===== config.mk =====
export PLATFORM = sky130hd
export DESIGN_NAME = rd_memory
export DESIGN_NICKNAME = d
export VERILOG_FILES = /design/src/rtl/rd_memory.sv
export SDC_FILE = /design/constraint.sdc
export NUM_CORES = 1
export LEC_CHECK = 0
export CORE_UTILIZATION = 25
export DETAILED_ROUTE_END_ITERATION = 16
export GPL_TIMING_DRIVEN = 0
export PLACE_DENSITY = 0.55
export SLEW_MARGIN = 20
export SYNTH_ARGS = -nofsm -noshare
export SYNTH_HDL_FRONTEND = slang
export SYNTH_SLANG_ARGS = --single-unit

===== constraint.sdc =====
create_clock -name rd_clk -period 3.6 [get_ports rd_clk]
set_input_delay 1.08 -clock rd_clk [delete_from_list [all_inputs] [get_ports rd_clk]]
set_output_delay 1.08 -clock rd_clk [all_outputs]
set_load 0.03 [all_outputs]

===== src/rtl/rd_memory.sv =====
// Read-side FIFO memory: captures a parallel image on load, then drains it
// one entry per rd_en in address order. It flags empty, overrun and underrun.
module rd_memory #(
  parameter int RD_DATA_WIDTH = 1,
  parameter int RD_ADDR_WIDTH = 3,
  parameter int MEM_DEPTH     = 8
) (
  input  logic                               rd_clk,
  input  logic                               reset,
  input  logic [MEM_DEPTH*RD_DATA_WIDTH-1:0] remapping_memory,
  input  logic                               load,
  input  logic                               rd_en,
  output logic [RD_DATA_WIDTH-1:0]           rd_data,
  output logic                               rd_valid,
  output logic [RD_ADDR_WIDTH-1:0]           rd_addr,
  output logic [RD_ADDR_WIDTH:0]             count,
  output logic                               empty,
  output logic                               overrun,
  output logic                               underrun
);

  typedef enum logic {EMPTY, READING} state_t;

  localparam logic [RD_ADDR_WIDTH-1:0] ADDR_LAST = RD_ADDR_WIDTH'(MEM_DEPTH - 1);
  localparam logic [RD_ADDR_WIDTH:0]   CNT_FULL  = (RD_ADDR_WIDTH + 1)'(MEM_DEPTH);
  localparam logic [RD_ADDR_WIDTH:0]   CNT_ONE   = (RD_ADDR_WIDTH + 1)'(1);

  state_t                    state, state_nxt;
  logic [RD_DATA_WIDTH-1:0]  bank [MEM_DEPTH];
  logic [RD_ADDR_WIDTH-1:0]  addr_nxt;
  logic [RD_ADDR_WIDTH:0]    count_nxt;
  logic                      rd_fire, last_read, load_accept;

  // NOTE: every always_comb output gets a default first so no path leaves it
  // unassigned; a missing default would infer a latch.
  always_comb begin
    state_nxt   = state;
    addr_nxt    = rd_addr;
    count_nxt   = count;
    rd_fire     = rd_en && (state == READING);
    last_read   = rd_fire && (count == CNT_ONE);
    load_accept = load && ((state == EMPTY) || last_read);

    if (rd_fire) begin
      // Wrap at MEM_DEPTH, which need not be a power of two.
      addr_nxt  = (rd_addr == ADDR_LAST) ? '0 : rd_addr + 1'b1;
      count_nxt = count - 1'b1;
      if (last_read) state_nxt = EMPTY;
    end
    // A reload that coincides with the last read overrides the drain updates.
    if (load_accept) begin
      addr_nxt  = '0;
      count_nxt = CNT_FULL;
      state_nxt = READING;
    end
  end

  // NOTE: sequential state uses non-blocking assignments only, so every
  // register samples pre-edge values regardless of statement order.
  always_ff @(posedge rd_clk or negedge reset) begin
    if (!reset) begin
      state    <= EMPTY;
      rd_addr  <= '0;
      count    <= '0;
      rd_data  <= '0;
      rd_valid <= 1'b0;
      empty    <= 1'b1;
      overrun  <= 1'b0;
      underrun <= 1'b0;
    end else begin
      state    <= state_nxt;
      rd_addr  <= addr_nxt;
      count    <= count_nxt;
      rd_valid <= rd_fire;
      empty    <= (state_nxt == EMPTY);
      overrun  <= load && !load_accept;
      underrun <= rd_en && (state == EMPTY);
      if (rd_fire) rd_data <= bank[rd_addr];
    end
  end

  // NOTE: the bank is small and must read as zero after reset, so it is
  // reset explicitly rather than left as uninitialised storage.
  always_ff @(posedge rd_clk or negedge reset) begin
    if (!reset) begin
      for (int i = 0; i < MEM_DEPTH; i++) bank[i] <= '0;
    end else if (load_accept) begin
      for (int i = 0; i < MEM_DEPTH; i++)
        bank[i] <= remapping_memory[i*RD_DATA_WIDTH +: RD_DATA_WIDTH];
    end
  end

endmodule


==> metrics.cfg <==
[critical_path]
crit_path_cell_trace=clkdlybuf4s50_1
cp-end-kind=primary output
cp.arrival_ps=1430
critPathRequiredTime_ps=2520
critPathTopFamily=buffers and inverters
critPathKind=flip-flop to primary output
cp-start-kind=flip-flop
crit_fanout=1
slowest_stage=clkdlybuf4s50_1
timing.critical_path.buf_inv=1
max_stage_delay_ps=650

[flow_run]
maxCapViolations=0

[grt]
grt_util_met2_pct=16.4
antenna_found_initial=0
met3_usage_pct=1.79
grt_pass1_wl_mm=3.09
grt-busiest-layer=met2
use_met1_pct=11.9
groute.usage.overall_pct=10.0
grt_max_degree=22
gr-total-overflow=0
grt_pass1_vias=658

[final_layout]
drive_above_1_share_pct=18.4
area_delta_synth_final_pct=34.8
fin_area_mm2=0.00130
n_antenna_cell=0
nets=120
stdcell_count=151

[die]
io_pins=24
core_mm2=0.00369
rows=22
dieWidth_um=64.0
die_y_um=64.0
start_util_pct=26.1
dieArea_mm2=0.00410

[clock_network]
h-tree-depth=1
numClockSinks=21
clk_pin_slew_ps=80
root_buffer=clkbuf_8
clk_path_buf_depth=2
cts_resized=0
cts_tree=yes
insertion_delay_ps=250
cts_buffers=3
cts_hold_buf=0
cts_setup_buffers=0

[synthesis]
synth_area_per_cell_um2=12.7
yosysUniqueCellTypes=27
synth_top_area_cell=dfrtp_1
yosys_warnings=0
synth_flop_cell=dfrtp_1
syn_nets=92
synth.area.top_cells=dfrtp_1, mux2_4, ha_1, mux2_2, mux2i_1
synthMostInstantiatedCell=dfrtp_1
seq_area_frac_synth_pct=54.7
synthTopCellsByCount=dfrtp_1, nand2_1
syn_area_um2=962
synth-edff-count=0
async_reset_ff_share_pct=100
syn_inst=76
ys_seq_elements=21
synth_top_area_share_pct=52.0

[route]
post_drt_wl_per_cell_um=11.7
num_vias=623
routed_via_density=4.13
ant_nets=0
route.detailed.drc=0
routed_wl_mm=1.77
drt_iter0_drc=9
drt_pass1_iterations=4

[timing]
rsz0062_at_grt=no
post-route-min-period_ps=2510
slew_headroom_pct=36.9
finalCritPeriodShare_pct=69.7
worst_pin_slew_ps=943
hold_violations=0
setup_viol=0
setup_tns_ps=0
skew_ps=2.52
max_freq_mhz=398
finalMaxSlewViolations=0

[placement]
io_buffers=23
place_congestion=0.732
hpwl_mm=1.32
placed_cells=147
placed_cell_area_mm2=0.00125

[pwr]
vdd_ir_drop_max_v=0.000188
power_density_mw_per_mm2=809
p_leak_nw=0.572

[status]
status=finished clean

[worst_hold_path]
holdCritPathClass=flip-flop to flip-flop

## through the flow
stage | util, % | setup slack (ps) | hold slack [ps] | power, mW
final | 35.2 | 1090 | 487 | 1.05
after floorplan | - | 1570 | 480 | 0.737
after CTS | 35.2 | 1070 | 497 | 1.07
after detailed placement | 34.0 | 898 | 480 | 0.911
after global routing | 35.2 | 1060 | 516 | 1.13
after global placement | 34.0 | 904 | 470 | 0.895
## cell type report
type	count	area [um2]
plain buffers	3	23.8
well taps	48	60.1
clock buffers	4	45.0
fillers	380	2390
flip-flops and latches	21	527
multi-input cells	48	397
inverters	4	15.0
repair buffers	23	230
## final timing paths
path | endpoint | cells after the start | slack, ps | from
setup / recovery | empty | 1 | 1090 | empty
min in group asynchronous | count[3] | 1 | 1350 | reset
setup reg to reg | bank[7] | 6 | 1950 | count[1]
max in group asynchronous | rd_addr[1] | 1 | 1680 | reset
hold reg to reg | rd_data | 2 | 490 | rd_data
hold / removal | rd_data | 2 | 490 | rd_data
## state kept, by name (all words and copies together) (netlist names)
register / cells
bank: 8
count: 4
rd_addr: 3
empty: 1
overrun: 1
rd_data: 1
rd_valid: 1
state: 1
underrun: 1
## per-layer routing
layer  up-vias  share of wire [%]
met3         2                2.2
met2        11                 50
met5         -                  0
met4         0                1.5
li1        308                  -
met1       302                 46
## cells in the final DEF (no fill, tap or decap)
cell type and instances:
clkbuf_8 3, nand2_1 6, a21oi_1 4, nor3_1 1, inv_1 4, or2_2 2, nor2_1 4, xor2_1 1
mux4_2 1, o21ai_0 1, ha_1 4, clkbuf_1 1, xnor2_1 1, mux2i_1 4, or3b_1 1, o21ai_1 1
and4bb_1 1, mux2_2 4, or3_1 2, buf_4 1, buf_6 1, mux2_4 4, clkdlybuf4s50_1 23, nand3_1 3
o21a_4 1, dfstp_2 1, dfrtp_1 20, nor2b_1 1, and2_1 1, buf_2 1
## cells by family after synthesis
kind of cell / synth area share [%]
adders and majority gates: 5.20
xor gates and xnor gates: 1.82
buffers and inverters: 4.03
muxes: 17.4
DFF: 54.7
AOI/OAI and AO/OA: 4.68
and+or+nand+nor: 12.1
## where the power goes
part	switching, mW	internal [mW]	leakage (nW)
clock network	0.0733	0.0787	0.0228
registers	0.0721	0.334	0.252
logic	0.233	0.259	0.298
total	0.378	0.671	0.572
Power figures use the tool's default switching activity.
